`src/rtl/if_layer_pkg.sv`:
```
// rtl/if_layer_pkg.sv - shared types and helpers for the IF layer refractory controller
package if_layer_pkg;

    typedef enum logic {
        INH_NONE = 1'b0,
        INH_WTA  = 1'b1
    } inhibit_mode_e;

    localparam int DEFAULT_REFRAC = 5;

    function automatic int clog2_min1(input int value);
        return (value <= 1) ? 1 : $clog2(value);
    endfunction

endpackage

```
`src/rtl/refrac_counter.sv`:
```
// rtl/refrac_counter.sv - per-neuron refractory down-counter, busy while nonzero
module refrac_counter
    import if_layer_pkg::*;
#(
    parameter int REFRAC = DEFAULT_REFRAC,
    parameter int CNT_W  = clog2_min1(REFRAC + 1)
) (
    input  logic clk,
    input  logic rst_n,
    input  logic en,
    input  logic load,
    output logic busy
);

    localparam logic [CNT_W-1:0] LOAD_VAL = CNT_W'(REFRAC);

    logic [CNT_W-1:0] cnt;

    always_ff @(posedge clk or negedge rst_n) begin
        if (!rst_n) begin
            cnt <= '0;
        end else if (en) begin
            if (load) begin
                cnt <= LOAD_VAL;
            end else if (cnt != '0) begin
                cnt <= cnt - CNT_W'(1);
            end
        end
    end

    assign busy = (cnt != '0);

endmodule

```
`src/rtl/if_layer_refrac_controller.sv`:
```
// rtl/if_layer_refrac_controller.sv - spike acceptance, refractory gating and optional WTA inhibition
module if_layer_refrac_controller
    import if_layer_pkg::*;
#(
    parameter int NUM_NEURONS = 4,
    parameter int REFRAC      = 5,
    parameter int INHIBIT     = 0
) (
    input  logic                                       clk,
    input  logic                                       rst_n,
    input  logic                                       en,
    input  logic [NUM_NEURONS-1:0]                     spike_in,
    output logic [NUM_NEURONS-1:0]                     neuron_rst,
    output logic [NUM_NEURONS-1:0]                     neuron_en,
    output logic [NUM_NEURONS-1:0]                     spike_out,
    output logic                                       winner_valid,
    output logic [clog2_min1(NUM_NEURONS)-1:0]         winner_idx
);

    localparam int            CNT_W = clog2_min1(REFRAC + 1);
    localparam int            IDX_W = clog2_min1(NUM_NEURONS);
    localparam inhibit_mode_e MODE  = (INHIBIT != 0) ? INH_WTA : INH_NONE;

    logic [NUM_NEURONS-1:0] busy;
    logic [NUM_NEURONS-1:0] cand;
    logic [NUM_NEURONS-1:0] win_onehot;
    logic [NUM_NEURONS-1:0] load;
    logic [NUM_NEURONS-1:0] spike_next;
    logic [IDX_W-1:0]       win_idx;
    logic                   any_cand;
    logic                   wta_fire;

    genvar g;
    generate
        for (g = 0; g < NUM_NEURONS; g++) begin : g_cnt
            refrac_counter #(
                .REFRAC (REFRAC),
                .CNT_W  (CNT_W)
            ) u_cnt (
                .clk   (clk),
                .rst_n (rst_n),
                .en    (en),
                .load  (load[g]),
                .busy  (busy[g])
            );
        end
    endgenerate

    assign neuron_en = ~busy;
    assign cand      = {NUM_NEURONS{en}} & spike_in & ~busy;
    assign any_cand  = |cand;

    // Scan high to low so the last hit, i.e. the lowest index, wins.
    always_comb begin
        win_idx    = '0;
        win_onehot = '0;
        for (int i = NUM_NEURONS - 1; i >= 0; i--) begin
            if (cand[i]) begin
                win_idx    = IDX_W'(i);
                win_onehot = '0;
                win_onehot[i] = 1'b1;
            end
        end
    end

    // Under WTA any acceptance resets and silences the whole layer, refractory neurons included.
    assign wta_fire   = (MODE == INH_WTA) && any_cand;
    assign load       = wta_fire ? {NUM_NEURONS{1'b1}} : cand;
    assign spike_next = wta_fire ? win_onehot : cand;

    always_ff @(posedge clk or negedge rst_n) begin
        if (!rst_n) begin
            neuron_rst   <= {NUM_NEURONS{1'b1}};
            spike_out    <= '0;
            winner_valid <= 1'b0;
            winner_idx   <= '0;
        end else if (en) begin
            neuron_rst   <= load;
            spike_out    <= spike_next;
            winner_valid <= any_cand;
            if (any_cand) begin
                winner_idx <= win_idx;
            end
        end else begin
            neuron_rst   <= '0;
            spike_out    <= '0;
            winner_valid <= 1'b0;
        end
    end

endmodule

```
`config.mk`:
```
export PLATFORM = sky130hd
export DESIGN_NAME = if_layer_refrac_controller
export DESIGN_NICKNAME = d
export VERILOG_FILES = /design/src/rtl/if_layer_pkg.sv /design/src/rtl/refrac_counter.sv /design/src/rtl/if_layer_refrac_controller.sv
export SDC_FILE = /design/constraint.sdc
export NUM_CORES = 1
export LEC_CHECK = 0
export CORE_MARGIN = 2
export CORE_UTILIZATION = 45
export DETAILED_ROUTE_END_ITERATION = 12
export GPL_TIMING_DRIVEN = 0
export PLACE_DENSITY = 0.7
export SYNTH_ARGS = -nofsm -noshare
export SYNTH_HDL_FRONTEND = slang
export SYNTH_HIERARCHICAL = 1
export SYNTH_SLANG_ARGS = --single-unit
```
`constraint.sdc`:
```
create_clock -name clk -period 4.3 [get_ports clk]
set_input_delay 0.86 -clock clk [delete_from_list [all_inputs] [get_ports clk]]
set_output_delay 0.86 -clock clk [all_outputs]
set_load 0.02 [all_outputs]
```
After elaboration in Yosys (flattened, before gate mapping):

Cells that the tools add are included.

* bits of input ports: 7
* logic and storage cells: 43
* register bits: 23

* add/sub/neg operators: 4
* bitwise gates (word level): 3
* mux-type cells: 14
* reductions and logical operators: 14

Operators with widths (count)
* $mux 3: 8
* $reduce_bool 3->1: 4
* $sub 3x1->3 const B: 4
* $reduce_and 2->1: 5
* $and 4x4->4: 2
* $mux 2: 4
* $reduce_bool 2->1: 4
* $mux 4: 1
* $not 4->4: 1
* $reduce_or 4->1: 1
* $mux 1: 1

Longest topological paths before layout:

* word-level depth: 7
* depth in mapped cells: 7
* depth with buffers taken out: 7

By module:

Netlist, hierarchy kept.

By module, submodules not included
* refrac_counter at g_cnt[0].u_cnt ...: area an instance 183.9 µm², cells an instance 17, times used 3
* if_layer_refrac_controller: area an instance 434.2 µm², cells an instance 37, times used 1
* refrac_counter at g_cnt[1].u_cnt: area an instance 186.4 µm², cells an instance 19, times used 1

Least setup slack after synthesis:

Ideal clock, no wire load.

* path type: register to output
* from: register g_cnt[1].u_cnt.cnt[0]
* to: output port neuron_en[1]
* cell stages (with the launch flop): 5
* slack: 2570 ps
* data required time: 3440 ps
* buffers on the path: 0
* arrival time: 870 ps
* path through: dfrtp_1 > inv_1 > ha_1 > nand2b_4 > inv_1

* cells in the longest elaborated chain, start to end: 2

RTL lines
* start, declared: line refrac_counter.sv:17 `logic [CNT_W-1:0] cnt;`
* start signal, assigned: line refrac_counter.sv:26 `cnt <= cnt - CNT_W'(1);`
* $reduce_bool 3->1: line refrac_counter.sv:31 `assign busy = (cnt != '0);`
* net busy[1]: line if_layer_refrac_controller.sv:24 `logic [NUM_NEURONS-1:0] busy;`
* $not 4->4: line if_layer_refrac_controller.sv:49 `assign neuron_en = ~busy;`
* end, declared: line if_layer_refrac_controller.sv:14 `output logic [NUM_NEURONS-1:0] neuron_en,`

The timed path passes the listed nets, and every way through them passes these cells.

Worst setup path after layout:

Same ends and word-level chain as after synthesis.

==> flow_summary.toml <==
[logic_synthesis]
ys_warn_count = 6
netlist_area_um2 = 1170
postSynthAreaPerCell_um2 = 11.0
syn_inst = 107
ys_ff_latch = 23
synth_nets = 122
post_synth_num_cell_types = 25
yosys.area.top_type = "dfrtp_1"
synth_area_leaders = "dfrtp_1, dfstp_2, ha_1, inv_1, nand2b_4"
yosysTopAreaCellShare_pct = 40.6
yosysSeqAreaShare_pct = 49.5

[place]
dp_hpwl_mm = 1.55
io_buffers = 21
gp_congestion = 0.741
placed_area_um2 = 1420

[sta]
tns_ns = 0
holdWs_ns = 0.523
hold_viol = 0
max_freq_ghz = 0.374
tightest_slew_ns = 1.00
finClkSkew_ns = 0.00375
finalSetupViolations = 0
rsz0062_at_grt = "no"
slew-limit-headroom_pct = 33.0
maxSlewViolCount = 0
period_needed_ns = 2.67
post-route-period-util_pct = 62.1

[setup_path]
worstSetupStartpointType = "flop"
cp.required_ns = 3.44
critical_path_arrival_ns = 1.81
crit_type = "flop to output pin"
path_cells = "inv_1 -> ha_1 -> nand2b_4 -> inv_1 -> clkdlybuf4s50_1"
cpPeakStageDelay_ns = 0.59
slowest_stage = "clkdlybuf4s50_1"
endpoint_kind = "output pin"
critPathMaxFanout = 5
crit_top_cell = "inv_1"

[layout]
diodes = 0
final_nets = 148
final_util_pct = 58.4
final_area_um2 = 1450
fillers = 216
drive_gt1_share_pct = 14.4
syn_to_final_growth_pct = 23.4

[floorplanning]
ios = 22
rows = 18
die_height_um = 55.0
die_area_um2 = 3030
die_x_um = 55.0
initial_core_util_pct = 47.3
core_um2 = 2480

[drt]
vias_per_cell = 5.25
wire_per_inst_um = 12.8
wl_met2_mm = 1.07
drt_iter0_markers = 6
top_layer = "met4"
route.detailed.drc = 0
dr.pass1.iters = 4
wl_met3_um = 98
ant_nets = 0
drt-met1-wl_um = 882
vias = 851
drt_wl_total_mm = 2.08

[hold_path]
hold_path_class = "flop to flop"

[global_routing]
grt_pass1_wl_mm = 3.41
grt_max_degree = 27
grt_overflow = 0
grt_pass1_vias = 798
grt.total_usage_pct = 15.7
antenna_found_initial = 0

[clock_network]
cts-root-buf = "clkbuf_4"
cts_max_path_buffers = 2
clk_pin_slew_ns = 0.12
clock-sinks = 23
numCtsBuffers = 3
cts_resized = 0
cts_tree = "built"
htreeDepth = 1
post_cts_buffers = 0
clk-insertion-delay-late_ns = 0.30
cts_hold_buf = 0

[run_status]
status = "finished, final reports clean"

[pwr]
power_density_nw_per_um2 = 636
vdd_drop_max_mv = 0.344
p_leak_nw = 0.705

[run]
drv_cap = 0
## final cells by class
| class | count | area (µm²) | share of cell area, % |
|---|---|---|---|
| Sequential cell | 23 | 581 | 40.1 |
| Multi-Input combinational cell | 68 | 531 | 36.7 |
| Timing Repair Buffer | 21 | 210 | 14.5 |
| Inverter | 15 | 56.3 | 3.89 |
| Tap cell | 30 | 37.5 | 2.60 |
| Clock buffer | 4 | 26.3 | 1.82 |
| Buffer | 1 | 5.00 | 0.346 |
## through the flow
stage	power (mW)	setup WS [ns]	instances
3_3_place_gp	0.799	1.49	158
5_1_grt	0.991	1.55	162
2_1_floorplan	0.679	2.57	107
4_1_cts	0.931	1.62	162
6_report	0.920	1.63	162
3_5_place_dp	0.831	1.41	158
## sequential cells by signal, summed over array words and instances (netlist names)
signal and cells:
winner_valid 1, winner_idx 2, g_cnt.u_cnt/cnt 12, neuron_rst 4, spike_out 4
## routing by layer
layer  track usage (%)  up-vias
met2              28.8       19
li1                  -      416
met4              6.10        0
met5                 0        -
met1              18.1      412
met3              2.69        4
## final timing paths
kind,from,end,slack [ns],cells past startpoint
worst max register to register,g_cnt[3].u_cnt/cnt[0],g_cnt[3].u_cnt/cnt[0],2.65,7
worst min-delay path,g_cnt[1].u_cnt/cnt[2],g_cnt[1].u_cnt/cnt[2],0.52,2
worst max-delay path,g_cnt[1].u_cnt/cnt[0],neuron_en[1],1.63,5
min in group asynchronous,rst_n,spike_out[3],1.10,1
worst min register to register,g_cnt[1].u_cnt/cnt[2],g_cnt[1].u_cnt/cnt[2],0.52,2
max in group asynchronous,rst_n,g_cnt[0].u_cnt/cnt[2],2.60,1
## cells by family after synthesis
logic type / share of synthesized area, %
AND/OR/NAND/NOR: 20.3
flip-flops: 49.5
AO/OA/AOI/OAI: 13.0
buffers and inverters: 5.23
adder cells (fa/ha/maj): 8.54
multiplexers: 3.42
## worst max-delay path: cells and delay by family, from the launching register on
kind,cells,cell delay [ns]
buf+inv,3,0.78
flops,1,0.38
fa+ha+maj,1,0.26
simple gates,1,0.09
## cell usage after synthesis
library cell and number:
inv_1 15, and2_1 6, and2b_1 4, a32oi_1 4
a221oi_2 1, nor2_1 4, nand2b_4 4, and2_4 1
a221o_1 3, ha_1 8, nand2_1 4, nor3_1 3
nor2b_2 1, buf_2 1, dfstp_2 4, dfrtp_1 19
nor2b_1 3, nand2_2 3, mux2i_1 4, o22ai_1 4
a21boi_1 1, o21ai_0 7, o21ai_1 1, and2_2 1
nor3b_1 1
## power breakdown
part | leakage, nW | total [mW] | internal (mW) | switching, mW
registers | 0.275 | 0.334 | 0.299 | 0.0355
logic | 0.415 | 0.488 | 0.238 | 0.251
clock network | 0.0150 | 0.0974 | 0.0361 | 0.0613
## cells in the final DEF (no fill, tap or decap)
master / count
nor2_1: 4
a221o_1: 3
and2_4: 1
and2_2: 1
nor2b_1: 3
a32oi_1: 4
nand2_2: 3
nand2_1: 4
o22ai_1: 4
clkbuf_4: 3
dfrtp_1: 19
o21ai_0: 7
o21ai_1: 1
buf_2: 1
and2b_1: 4
a21boi_1: 1
mux2i_1: 4
nor3_1: 3
clkbuf_1: 1
nor3b_1: 1
nand2b_4: 4
nor2b_2: 1
a221oi_2: 1
inv_1: 15
and2_1: 6
clkdlybuf4s50_1: 21
dfstp_2: 4
ha_1: 8
No activity file was read; power rests on OpenSTA's default activity.
